[src/rtl/multi_obj_motion.sv]
// Time-multiplexed motion engine: one sweep per frame tick, one object per clock.
// Positions and velocities are fixed point with XY_FRACTION fractional bits.
module multi_obj_motion #(
  parameter int unsigned WIDTH       = 640,
  parameter int unsigned HEIGHT      = 480,
  parameter int unsigned NUM_OBJ     = 8,
  parameter int unsigned XY_FRACTION = 16,
  parameter int unsigned SPEED_W     = 24,
  parameter int unsigned DRAG_SHIFT  = 0,
  parameter int unsigned DIVIDER     = 125_000,
  localparam int unsigned X_W        = $clog2(WIDTH),
  localparam int unsigned Y_W        = $clog2(HEIGHT),
  localparam int unsigned IDX_W      = (NUM_OBJ > 1) ? $clog2(NUM_OBJ) : 1
) (
  input  logic                      clk,
  input  logic                      resetN,
  input  logic                      load_valid,
  output logic                      load_ready,
  input  logic [IDX_W-1:0]          load_idx,
  input  logic [X_W-1:0]            load_x,
  input  logic [Y_W-1:0]            load_y,
  input  logic [SPEED_W-1:0]        load_vx,
  input  logic [SPEED_W-1:0]        load_vy,
  input  logic                      load_wrap,
  input  logic                      accel_valid,
  input  logic [IDX_W-1:0]          accel_idx,
  input  logic [SPEED_W-1:0]        accel_dx,
  input  logic [SPEED_W-1:0]        accel_dy,
  input  logic [NUM_OBJ-1:0]        kill,
  output logic [NUM_OBJ-1:0]        active,
  output logic [NUM_OBJ*X_W-1:0]    pos_x,
  output logic [NUM_OBJ*Y_W-1:0]    pos_y,
  output logic                      frame_done
);

  localparam int unsigned PXW   = X_W + XY_FRACTION;
  localparam int unsigned PYW   = Y_W + XY_FRACTION;
  localparam int unsigned CNT_W = $clog2(DIVIDER);

  localparam logic [CNT_W-1:0] CntMax   = CNT_W'(DIVIDER - 1);
  localparam logic [IDX_W-1:0] SlotLast = IDX_W'(NUM_OBJ - 1);

  localparam logic signed [SPEED_W-1:0] VMax = {1'b0, {(SPEED_W-1){1'b1}}};
  localparam logic signed [SPEED_W-1:0] VMin = {1'b1, {(SPEED_W-1){1'b0}}};

  // Screen extent in fixed point, two guard bits for the signed sum
  localparam logic signed [PXW+1:0] XSpan = {1'b0, (X_W+1)'(WIDTH), {XY_FRACTION{1'b0}}};
  localparam logic signed [PYW+1:0] YSpan = {1'b0, (Y_W+1)'(HEIGHT), {XY_FRACTION{1'b0}}};

  typedef enum logic [1:0] {StIdle, StSweep, StDone} state_e;

  function automatic logic signed [SPEED_W-1:0] sat_add(input logic signed [SPEED_W-1:0] a,
                                                        input logic signed [SPEED_W-1:0] b);
    logic signed [SPEED_W:0] s;
    s = {a[SPEED_W-1], a} + {b[SPEED_W-1], b};
    if (s[SPEED_W] != s[SPEED_W-1]) sat_add = s[SPEED_W] ? VMin : VMax;
    else                            sat_add = s[SPEED_W-1:0];
  endfunction

  // Pending accel, then drag, then symmetric clamp so the velocity never reaches VMin
  function automatic logic signed [SPEED_W-1:0] vel_step(input logic signed [SPEED_W-1:0] v,
                                                         input logic signed [SPEED_W-1:0] pe);
    logic signed [SPEED_W-1:0] v1;
    logic signed [SPEED_W-1:0] v2;
    v1 = sat_add(v, pe);
    if (DRAG_SHIFT > 0) v2 = v1 - (v1 >>> DRAG_SHIFT);
    else                v2 = v1;
    if (v2 == VMin) v2 = -VMax;
    vel_step = v2;
  endfunction

  state_e             state_q;
  logic [CNT_W-1:0]   cnt_q;
  logic [IDX_W-1:0]   slot_q;
  logic               frame_done_q;
  logic               load_ready_q;

  logic [PXW-1:0]            px_q   [NUM_OBJ];
  logic [PYW-1:0]            py_q   [NUM_OBJ];
  logic signed [SPEED_W-1:0] vx_q   [NUM_OBJ];
  logic signed [SPEED_W-1:0] vy_q   [NUM_OBJ];
  logic signed [SPEED_W-1:0] pex_q  [NUM_OBJ];
  logic signed [SPEED_W-1:0] pey_q  [NUM_OBJ];
  logic [NUM_OBJ-1:0]        wrap_q;
  logic [NUM_OBJ-1:0]        active_q;

  // Frame timer and sweep sequencer
  always_ff @(posedge clk) begin
    if (!resetN) begin
      state_q      <= StIdle;
      cnt_q        <= '0;
      slot_q       <= '0;
      frame_done_q <= 1'b0;
      load_ready_q <= 1'b1;
    end else begin
      cnt_q        <= (cnt_q == CntMax) ? '0 : cnt_q + 1'b1;
      frame_done_q <= 1'b0;
      case (state_q)
        StIdle: begin
          if (cnt_q == CntMax) begin
            state_q      <= StSweep;
            slot_q       <= '0;
            load_ready_q <= 1'b0;
          end
        end
        StSweep: begin
          if (slot_q == SlotLast) begin
            state_q      <= StDone;
            frame_done_q <= 1'b1;
            load_ready_q <= 1'b1;
          end else begin
            slot_q <= slot_q + 1'b1;
          end
        end
        StDone:  state_q <= StIdle;
        default: state_q <= StIdle;
      endcase
    end
  end

  logic                      in_sweep;
  logic                      load_acc;
  logic [X_W-1:0]            load_x_c;
  logic [Y_W-1:0]            load_y_c;
  logic                      acc_hit;
  logic signed [SPEED_W-1:0] pex_eff;
  logic signed [SPEED_W-1:0] pey_eff;
  logic signed [SPEED_W-1:0] vx_new;
  logic signed [SPEED_W-1:0] vy_new;
  logic signed [PXW+1:0]     px_sum;
  logic signed [PYW+1:0]     py_sum;
  logic signed [PXW+1:0]     px_fix;
  logic signed [PYW+1:0]     py_fix;
  logic                      x_low, x_high, y_low, y_high;
  logic                      slot_out;

  // Load clamping and the shared per-slot update datapath
  always_comb begin
    in_sweep = (state_q == StSweep);
    load_acc = load_valid && load_ready_q;
    load_x_c = ({1'b0, load_x} >= (X_W+1)'(WIDTH))  ? X_W'(WIDTH - 1)  : load_x;
    load_y_c = ({1'b0, load_y} >= (Y_W+1)'(HEIGHT)) ? Y_W'(HEIGHT - 1) : load_y;

    acc_hit = accel_valid && (accel_idx == slot_q);
    pex_eff = sat_add(pex_q[slot_q], acc_hit ? accel_dx : '0);
    pey_eff = sat_add(pey_q[slot_q], acc_hit ? accel_dy : '0);
    vx_new  = vel_step(vx_q[slot_q], pex_eff);
    vy_new  = vel_step(vy_q[slot_q], pey_eff);

    px_sum = {2'b00, px_q[slot_q]} + {{(PXW+2-SPEED_W){vx_new[SPEED_W-1]}}, vx_new};
    py_sum = {2'b00, py_q[slot_q]} + {{(PYW+2-SPEED_W){vy_new[SPEED_W-1]}}, vy_new};

    x_low  = px_sum[PXW+1];
    x_high = !x_low && (px_sum >= XSpan);
    y_low  = py_sum[PYW+1];
    y_high = !y_low && (py_sum >= YSpan);

    px_fix = x_low ? px_sum + XSpan : (x_high ? px_sum - XSpan : px_sum);
    py_fix = y_low ? py_sum + YSpan : (y_high ? py_sum - YSpan : py_sum);

    slot_out = x_low || x_high || y_low || y_high;
  end

  // Per-object state: load beats kill, kill beats the slot update
  always_ff @(posedge clk) begin
    if (!resetN) begin
      for (int i = 0; i < NUM_OBJ; i++) begin
        px_q[i]  <= '0;
        py_q[i]  <= '0;
        vx_q[i]  <= '0;
        vy_q[i]  <= '0;
        pex_q[i] <= '0;
        pey_q[i] <= '0;
      end
      wrap_q   <= '0;
      active_q <= '0;
    end else begin
      for (int i = 0; i < NUM_OBJ; i++) begin
        if (load_acc && (load_idx == IDX_W'(i))) begin
          px_q[i]     <= {load_x_c, {XY_FRACTION{1'b0}}};
          py_q[i]     <= {load_y_c, {XY_FRACTION{1'b0}}};
          vx_q[i]     <= load_vx;
          vy_q[i]     <= load_vy;
          pex_q[i]    <= '0;
          pey_q[i]    <= '0;
          wrap_q[i]   <= load_wrap;
          active_q[i] <= 1'b1;
        end else begin
          if (kill[i]) active_q[i] <= 1'b0;
          if (in_sweep && (slot_q == IDX_W'(i)) && active_q[i] && !kill[i]) begin
            pex_q[i] <= '0;
            pey_q[i] <= '0;
            if (slot_out && !wrap_q[i]) begin
              active_q[i] <= 1'b0;
            end else begin
              px_q[i] <= px_fix[PXW-1:0];
              py_q[i] <= py_fix[PYW-1:0];
              vx_q[i] <= vx_new;
              vy_q[i] <= vy_new;
            end
          end else if (accel_valid && (accel_idx == IDX_W'(i)) && active_q[i]) begin
            pex_q[i] <= sat_add(pex_q[i], accel_dx);
            pey_q[i] <= sat_add(pey_q[i], accel_dy);
          end
        end
      end
    end
  end

  // Integer parts of the registered positions
  always_comb begin
    pos_x = '0;
    pos_y = '0;
    for (int i = 0; i < NUM_OBJ; i++) begin
      pos_x[i*X_W +: X_W] = px_q[i][PXW-1 -: X_W];
      pos_y[i*Y_W +: Y_W] = py_q[i][PYW-1 -: Y_W];
    end
  end

  assign active     = active_q;
  assign frame_done = frame_done_q;
  assign load_ready = load_ready_q;

endmodule
[config.mk]
export PLATFORM = sky130hd
export DESIGN_NAME = multi_obj_motion
export DESIGN_NICKNAME = d
export VERILOG_FILES = /design/src/rtl/multi_obj_motion.sv
export SDC_FILE = /design/constraint.sdc
export NUM_CORES = 2
export LEC_CHECK = 0
export BUFFER_PORTS_ARGS = -buffer_cell sky130_fd_sc_hd__clkbuf_2
export CELL_PAD_IN_SITES_DETAIL_PLACEMENT = 0
export CELL_PAD_IN_SITES_GLOBAL_PLACEMENT = 1
export CORE_MARGIN = 5
export CORE_UTILIZATION = 55
export DETAILED_ROUTE_END_ITERATION = 8
export PLACE_DENSITY_LB_ADDON = 0.1
export SKIP_LAST_GASP = 1
export SLEW_MARGIN = 20
export SYNTH_ARGS = -nofsm -noshare
export SYNTH_HDL_FRONTEND = slang
export SYNTH_SLANG_ARGS = --single-unit
[constraint.sdc]
create_clock -name clk -period 21.8 [get_ports clk]
set_input_delay 1.09 -clock clk [delete_from_list [all_inputs] [get_ports clk]]
set_output_delay 1.09 -clock clk [all_outputs]
set_load 0.01 [all_outputs]
==> flow_summary.ini <==
[status]
status = completed

[sta]
worst_pin_slew_ns = 1.23
finalHoldViolations = 0
slew_violations = 0
setup-tns-final_ns = 0
setup_viol = 0
clock_skew_ns = 0.0417
rsz0062_at_grt = false
fmax_mhz = 62.5
fin_crit_ns = 16.01
max-slew-margin-rel_pct = 17.5
min_period_over_period_pct = 73.4

[final_layout]
final_common_cell = edfxtp_1
fill_cells = 12400
multiInputGateArea_sq_um = 43700
drive_gt1_share_pct = 15.0
syn_to_final_growth_pct = 8.16
nNetsFinal = 8336
register_area_sq_um = 36200
final_cell_mix = edfxtp_1 (1176), o21ai_0 (625), nor2_1 (605), ha_1 (544), a21oi_1 (516)

[clocking]
post_cts_buffers = 0
cts_tree = done
cts.sinks = 1219
clkSlewWorstSetupHoldPaths_ns = 0.06
clk_latency_ns = 0.79
cts_resized = 0
clockBufferDepth = 3
numCtsBuffers = 143
root_buffer = clkbuf_16
holdBufCountCts = 0
h-tree-depth = 4

[floorplan]
start_util_pct = 55.4
fp.coreArea_sq_um = 150000
die_y_um = 399
die_area_sq_um = 159000
die_w_um = 399
boundaryPins = 296
floorplan.rows = 142

[route]
wl_um = 275000
first_pass_iters = 6
drtIter0Drc = 7112
dr_total_vias = 65300
drc = 0
wl_per_cell_um = 28.1
vias_per_cell = 6.69
ant_nets = 0

[critical_path]
crit_path_frequent_cell = buf_4
slowest_stage = nor2_1
crit_required_ns = 22.23
cp.arrival_ns = 16.44
max_stage_delay_ns = 0.88
critical_path_class = register to register
cp_max_fo = 57
startpoint_type = register
cp-end-kind = register

[yosys]
postSynthCellCount = 7610
synth-seq-area-share_pct = 43.5
ys_ff_latch = 1219
synth-edff-count = 1176
async_flop_share_pct = 0
ys.flop_type = edfxtp_1
syn-cell-area_sq_um = 83200
synth.distinct_cells = 105
yosys_warnings = 0
post_synth.cell_area_avg_sq_um = 10.9
syn_nets = 8310

[placement]
io_buffers = 295
place.gp.congestion = 0.938
dpl.hpwl_um = 189000

[power]
total_leakage_power_nw = 36.1
cellPowerDensity_nw_per_um2 = 74.8
power_switching_mw = 2.23
vdd_drop_max_mv = 0.0808
intPower_mw = 4.50
pwr-share-comb_pct = 24.7
clkPwrFrac_pct = 34.8
swShare_pct = 33.1
power.total_mw = 6.74
seqPwrFrac_pct = 40.5

[global_routing]
track_usage_pct = 33.7
antenna_found_initial = 25
grt_pass1_wl_um = 404000
grt_overflow_total = 0
grt_pass1_vias = 63100
grt_max_degree = 92

[worst_hold_path]
hold_path_class = register to register

[flow_run]
max-cap-violations = 0
==> worst max-delay path, delay by kind of cell (launching register included) <==
kind	cells	cell delay [ns]
AOI/OAI and AO/OA	21	6.02
xor gates and xnor gates	1	0.62
adders and majority gates	4	1.49
buffers and inverters	4	2.36
DFF	1	0.62
muxes	3	1.30
and+or+nand+nor	10	3.11
==> path summary, 6_finish.rpt <==
check	from	endpoint	slack, ns	cells past startpoint
max	register	vx_q[0][20]	5.79	43
max reg2reg	register	vx_q[0][20]	5.79	43
min reg2reg	cnt_q[0]	cnt_q[0]	0.45	1
min	cnt_q[0]	cnt_q[0]	0.45	1
==> synth_stat cells, types with 101 or more instances <==
library cell,instances,area [sq um]
a21o_1,248,1860
nor2_1,610,2290
edfxtp_1,1176,35300
o21ai_0,632,3160
mux4_2,294,6620
a21oi_1,516,2580
a22o_1,195,1710
buf_4,169,1270
o22ai_1,101,632
and2_1,111,694
inv_1,221,830
ha_1,544,6810
clkbuf_1,207,777
xnor2_1,232,2030
nand2_1,512,1920
mux2_2,151,1700
xor2_1,210,1840
==> kinds of logic after synthesis <==
family | Yosys count | synth area share, %
AO/OA/AOI/OAI | 2298 | 17.6
AND/OR/NAND/NOR | 1839 | 10.4
flip-flops | 1219 | 43.5
buffers and inverters | 732 | 4.30
adder cells (fa/ha/maj) | 593 | 9.03
multiplexers | 486 | 10.5
XOR/XNOR | 443 | 4.67
==> metrics by stage <==
| step | instance area [sq um] | instances | setup slack, ns | util (%) | hold WS, ns |
|---|---|---|---|---|---|
| after floorplan | 83200 | 7610 | 7.37 | - | 0.418 |
| after global placement | 85500 | 9505 | 6.30 | 56.9 | 0.428 |
| after detailed placement | 85500 | 9507 | 6.06 | 57.0 | 0.435 |
| after CTS | 90000 | 9756 | 6.05 | 59.9 | 0.448 |
| after global routing | 90000 | 9759 | 5.07 | 59.9 | 0.481 |
| final | 90000 | 9766 | 5.79 | 60.0 | 0.446 |
==> power groups by stage <==
stage,sequential (mW),clock (mW),combinational (mW)
CTS,2.73,2.36,1.63
floorplan,2.75,0,1.14
global placement,2.77,0,1.60
detailed placement,2.78,0,1.61
global route,2.74,2.46,1.79
finish,2.73,2.34,1.66
==> layer usage <==
layer  GRT usage (%)  vias to the layer above  part of all wire, %
li1                -                    29000                    -
met2            54.4                     3593                   46
met1            46.1                    32200                   40
met3            6.70                      569                   11
met5               0                        -                0.032
met4            10.8                       16                  3.5
==> area by class of cell <==
type	instances	area share, %
Multi-Input combinational cell	5659	48.6
Sequential cell	1219	40.2
Clock buffer	185	4.26
Tap cell	2016	2.80
Timing Repair Buffer	390	2.51
Inverter	223	0.930
Clock inverter	64	0.671
Antenna cell	10	0.0278
==> registers in the layout, indices dropped and copies added (netlist names), named ones only <==
register    flops
active          8
cnt_q          17
frame_done      1
load_ready      1
pex_q         192
pey_q         192
px_q          208
py_q          200
slot_q          3
state_q         2
vx_q          192
vy_q          192
wrap_q          8
Power figures use the tool's default switching activity.
